## src/rtl/clk_div_buffer.sv

```systemverilog
// Multi-channel glitch-free clock divider with per-channel divisor, enable and tick strobe.
// Optional macro CLKDIV_ODD_DUTY_EN adds a negedge retime flop giving 50% duty on odd divisors.
module clk_div_buffer #(
  parameter int NUM_CH = 4,
  parameter int DIV_W  = 8
) (
  input  logic                    clk_in,
  input  logic                    rst_n,
  input  logic [NUM_CH-1:0]       en,
  input  logic [NUM_CH*DIV_W-1:0] div_val,
  output logic [NUM_CH-1:0]       clk_out,
  output logic [NUM_CH-1:0]       tick,
  output logic [NUM_CH-1:0]       active
);

  typedef enum logic [1:0] {IDLE, RUN, STOP} state_t;

  localparam logic [DIV_W-1:0] DIV_MIN = DIV_W'(2);
  localparam logic [DIV_W-1:0] DIV_ONE = DIV_W'(1);

  function automatic logic [DIV_W-1:0] sat_div(input logic [DIV_W-1:0] d);
    return (d < DIV_MIN) ? DIV_MIN : d;
  endfunction

  for (genvar i = 0; i < NUM_CH; i++) begin : g_ch
    state_t           state_p0, state_nx;
    logic [DIV_W-1:0] cnt_p0, cnt_nx;
    logic [DIV_W-1:0] dl_p0, dl_nx;
    logic             clk_pos_p0, clk_pos_nx;
    logic             tick_p0, tick_nx;
    logic             act_p0, act_nx;
    logic             at_end;

    assign at_end = (cnt_p0 == (dl_p0 - DIV_ONE));

    always_ff @(posedge clk_in or negedge rst_n) begin
      if (!rst_n) begin
        state_p0   <= IDLE;
        cnt_p0     <= '0;
        dl_p0      <= DIV_MIN;
        clk_pos_p0 <= 1'b0;
        tick_p0    <= 1'b0;
        act_p0     <= 1'b0;
      end else begin
        state_p0   <= state_nx;
        cnt_p0     <= cnt_nx;
        dl_p0      <= dl_nx;
        clk_pos_p0 <= clk_pos_nx;
        tick_p0    <= tick_nx;
        act_p0     <= act_nx;
      end
    end

    // Outputs are computed from next-state so each is a single flop, one cycle start latency.
    always_comb begin
      state_nx = state_p0;
      cnt_nx   = cnt_p0;
      dl_nx    = dl_p0;
      unique case (state_p0)
        IDLE: begin
          cnt_nx = '0;
          if (en[i]) begin
            state_nx = RUN;
            dl_nx    = sat_div(div_val[i*DIV_W +: DIV_W]);
          end
        end
        RUN, STOP: begin
          if (at_end) begin
            cnt_nx   = '0;
            dl_nx    = sat_div(div_val[i*DIV_W +: DIV_W]);
            state_nx = en[i] ? RUN : IDLE;
          end else begin
            cnt_nx   = cnt_p0 + DIV_ONE;
            state_nx = en[i] ? RUN : STOP;
          end
        end
        default: begin
          state_nx = IDLE;
          cnt_nx   = '0;
        end
      endcase
      act_nx     = (state_nx != IDLE);
      clk_pos_nx = act_nx && (cnt_nx < (dl_nx >> 1));
      tick_nx    = act_nx && (cnt_nx == '0);
    end

`ifdef CLKDIV_ODD_DUTY_EN
    // Half-cycle extension of the high phase, only for odd divisors.
    logic clk_neg_p0;
    always_ff @(negedge clk_in or negedge rst_n) begin
      if (!rst_n) clk_neg_p0 <= 1'b0;
      else        clk_neg_p0 <= clk_pos_p0 & dl_p0[0];
    end
    assign clk_out[i] = clk_pos_p0 | clk_neg_p0;
`else
    assign clk_out[i] = clk_pos_p0;
`endif
    assign tick[i]   = tick_p0;
    assign active[i] = act_p0;
  end

endmodule

```

## config.mk

```make
export PLATFORM = sky130hd
export DESIGN_NAME = clk_div_buffer
export DESIGN_NICKNAME = d
export VERILOG_FILES = /design/src/rtl/clk_div_buffer.sv
export SDC_FILE = /design/constraint.sdc
export NUM_CORES = 1
export LEC_CHECK = 0
export CORE_MARGIN = 8
export CORE_UTILIZATION = 36
export DETAILED_ROUTE_END_ITERATION = 6
export PLACE_DENSITY_LB_ADDON = 0.05
export SYNTH_ARGS = -nofsm -noshare
export SYNTH_HDL_FRONTEND = slang
export SYNTH_SLANG_ARGS = --single-unit
```

## constraint.sdc

```tcl
create_clock -name clk_in -period 3.5 [get_ports clk_in]
set_input_delay 0.35 -clock clk_in [delete_from_list [all_inputs] [get_ports clk_in]]
set_output_delay 0.35 -clock clk_in [all_outputs]
set_load 0.005 [all_outputs]
```

==> out/summary.txt <==
Status -> completed
GR Overflow Total -> 0
Core ar. -> 15800 sq um
Total Wirelength -> 15.8 mm
Skew final -> 0.00227 ns
Largest net degree at the start of global routing -> 78
Sequential share of the synthesized area -> 0.364
WL per Instance -> 16.2 microns
Clock buffer depth -> 2
FF-to-FF End -> g_ch[0].clk_pos_p0
WL met1 -> 7.40 mm
ANT cells -> 0
CP max stage cell -> dfrtp_2
Initial antenna violation count -> 0
Most frequent cell on the critical path -> or3_4
Top cells by count, synth -> 80 x dfrtp_1, 70 x nor2_1, 50 x inv_1
DR iter-0 viols -> 271
Post-Syn Area -> 5790 sq um
Share of cells above drive strength 1 -> 0.231
Top cells by area, synth -> dfrtp_1 35%, ha_1 8.6%, xnor2_1 5.4%
Crit path kind -> flop to flop
CTS tree -> built
Worst ir drop on vdd -> 0.000483 V
Clock-pin slew of the registers on the worst-case setup and hold paths -> 0.06 ns
Detailed Place HPWL -> 11.7 mm
DIE AREA -> 20400 sq um
Skew-Pair Late Insertion Delay -> 0.35 ns
Lkg Pwr -> 3.43 nW
Max Slew Vio Count -> 0
PD cells -> 923 nW/um^2
Clock sink count -> 84
Area Overhead vs Synth -> 33.0%
R2R Path Start -> g_ch[0].dl_p0[2]
Setup violations, final -> 0
Met2 WL -> 7.79 mm
Power Total -> 7.10 mW
Final period utilization -> 0.988
Period minus WS final -> 3.46 ns
Detail Route Antenna Nets -> 0
IO Port Bufs -> 49
Initial Utilization -> 0.366
Vias -> 5112
Crit end category -> flop
Total GRT Usage -> 0.158
Hold Buf Count CTS -> 0
Synthesized Nets -> 735
First-pass GRT wire length -> 25.6 mm
Setup TNS -> 0 ns
Max Fclk -> 0.289 GHz
Synthesized flop and latch total -> 84
Worst rel slew slack -> 0.306
Crit-path max FO -> 8
Vias in the first global route -> 5082
Max-cap viol count -> 0
Library cells used by synthesis -> 73
EDFF count, synth -> 0
Worst EP required -> 3.72 ns
Buffers & Inverters on Critical Path -> 2
Least-Margin Pin Slew -> 1.04 ns
Top FF cell, synth -> dfrtp_1
Gate Count Post-Synth -> 657
Fin. Hold Viols -> 0
Placer congestion estimate -> 0.830
I/O pin cnt -> 50
Layout fillers -> 1517
Die Wd -> 143 microns
Top Layer Used -> met4
Synth area leader -> dfrtp_1
Vias per inst -> 5.21
Root buf cell -> clkbuf_16
DIE HEIGHT -> 143 microns
Flop-to-flop setup slack -> 0.04 ns
Clock buffer count from CTS -> 9
Drt pass-1 iters -> 5
Cell Rows -> 46
CP peak stage delay -> 0.46 ns
Ys async rst share -> 1.00
DRC viols -> 0
Crit-path cells -> or3_4 -> nor4_2 -> o211a_1 -> nor3_2 -> o31ai_2 -> nor2b_2 -> buf_6 -> buf_4 -> a22oi_2 -> ha_1 -> nand2_1 -> or3_4 -> a221o_1 -> nor4bb_1
# nets final -> 839
Crit path max-delay family -> simple AND/OR/NAND/NOR gates
RSZ-0062 raised after global routing -> true
Mapped Avg Cell Area -> 8.81 sq um
CTS H-tree lvls -> 3
Register area -> 2110 sq um
Worst setup SP type -> flop
Met3 WL -> 449 microns
Combined area of the multi-input logic cells -> 3700 sq um
Most frequent cell after synthesis -> dfrtp_1
Hold crit path type -> input port to async pin
Reg2reg path depth -> 14
Arrival time at the worst endpoint -> 3.68 ns
Share of the synthesized area in the top cell type -> 0.346
Ys Warns -> 0
## layout make-up
class                   count  share of cell area
well taps                 216              0.0351
inverters                  50              0.0247
repair buffers            132               0.149
flip-flops and latches     84               0.274
clock buffers              14              0.0343
clock inverters             1            0.000975
multi-input cells         484               0.481
## placed cells by master, fill, tap and decap left out, types with 6 or more instances in the layout
master,Yosys,final
ha_1,40,34
xnor2_1,36,35
xor2_1,22,20
clkdlybuf4s50_1,0,48
nand3_1,23,21
nor3_1,19,14
nor2_1,70,68
dfrtp_1,80,77
inv_1,50,47
and3_1,9,9
clkbuf_16,0,9
a31oi_1,6,6
nand2b_1,12,12
a22o_1,8,8
buf_6,0,7
nor4_1,13,8
a22oi_1,24,11
nand4_1,6,6
o21ai_0,25,20
a21oi_1,27,21
nand2_1,37,36
a22oi_2,0,13
buf_4,12,76
o21ai_1,3,7
## how the worst max path moves through the flow
stage                     slack (ns)                  to  depth (start not counted)             start
after global routing           -0.09  g_ch[0].clk_pos_p0                         13  g_ch[0].dl_p0[2]
after detailed placement       -0.23  g_ch[3].clk_pos_p0                         12  g_ch[3].dl_p0[1]
after floorplan                0.004  g_ch[1].clk_pos_p0                         16  g_ch[1].dl_p0[1]
after global placement         -0.18  g_ch[0].clk_pos_p0                         14  g_ch[0].dl_p0[1]
final                           0.04  g_ch[0].clk_pos_p0                         14  g_ch[0].dl_p0[2]
after CTS                     0.0005  g_ch[3].clk_pos_p0                         14  g_ch[3].dl_p0[1]
## layer usage
metal  global-route usage  up-vias
met2                0.264       76
met3               0.0364       13
met1                0.201     2487
met5                    0        -
met4               0.0408        0
li1                     -     2536
## per-stage QoR
step | util | cells | worst slack, ns | hold WS [ns] | instance area (sq um)
after floorplan | - | 657 | 0.00415 | 0.0544 | 5800
after detailed placement | 0.433 | 946 | -0.229 | 0.543 | 6850
final | 0.486 | 981 | 0.0405 | 0.182 | 7700
after global routing | 0.486 | 981 | -0.0858 | 0.283 | 7700
after CTS | 0.463 | 974 | 0.000503 | 0.234 | 7340
after global placement | 0.433 | 946 | -0.180 | 0.544 | 6850
## cells by family after synthesis
group	Yosys count	synth area share
and+or+nand+nor	229	0.201
buffers and inverters	89	0.0659
DFF	84	0.364
xor gates and xnor gates	59	0.0917
adders and majority gates	40	0.0865
AOI/OAI and AO/OA	154	0.187
muxes	2	0.00367
## flip-flops by register name, summed over array words and instances, names as in the netlist
| signal | count |
|---|---|
| g_ch.tick_p0 | 4 |
| g_ch.act_p0 | 4 |
| g_ch.state_p0 | 8 |
| g_ch.cnt_p0 | 32 |
| g_ch.dl_p0 | 32 |
| g_ch.clk_pos_p0 | 4 |
## what timing repair did
item / CTS / global route
setup buffers: 13 / 8
pin swaps: 5 / 43
cloned: 0 / 0
setup endpoints to repair: 3 / 4
endpoints found under the hold margin: 0 / 0
resized for setup: 26 / 64
## power by group
group	internal, mW	leakage [nW]	total, mW	switching, mW
Combinational	2.26	2.23	4.54	2.28
Sequential	1.32	1.07	1.66	0.338
Clock	0.517	0.129	0.907	0.390
Total	4.09	3.43	7.10	3.01
(Power assumes the default switching activity.)
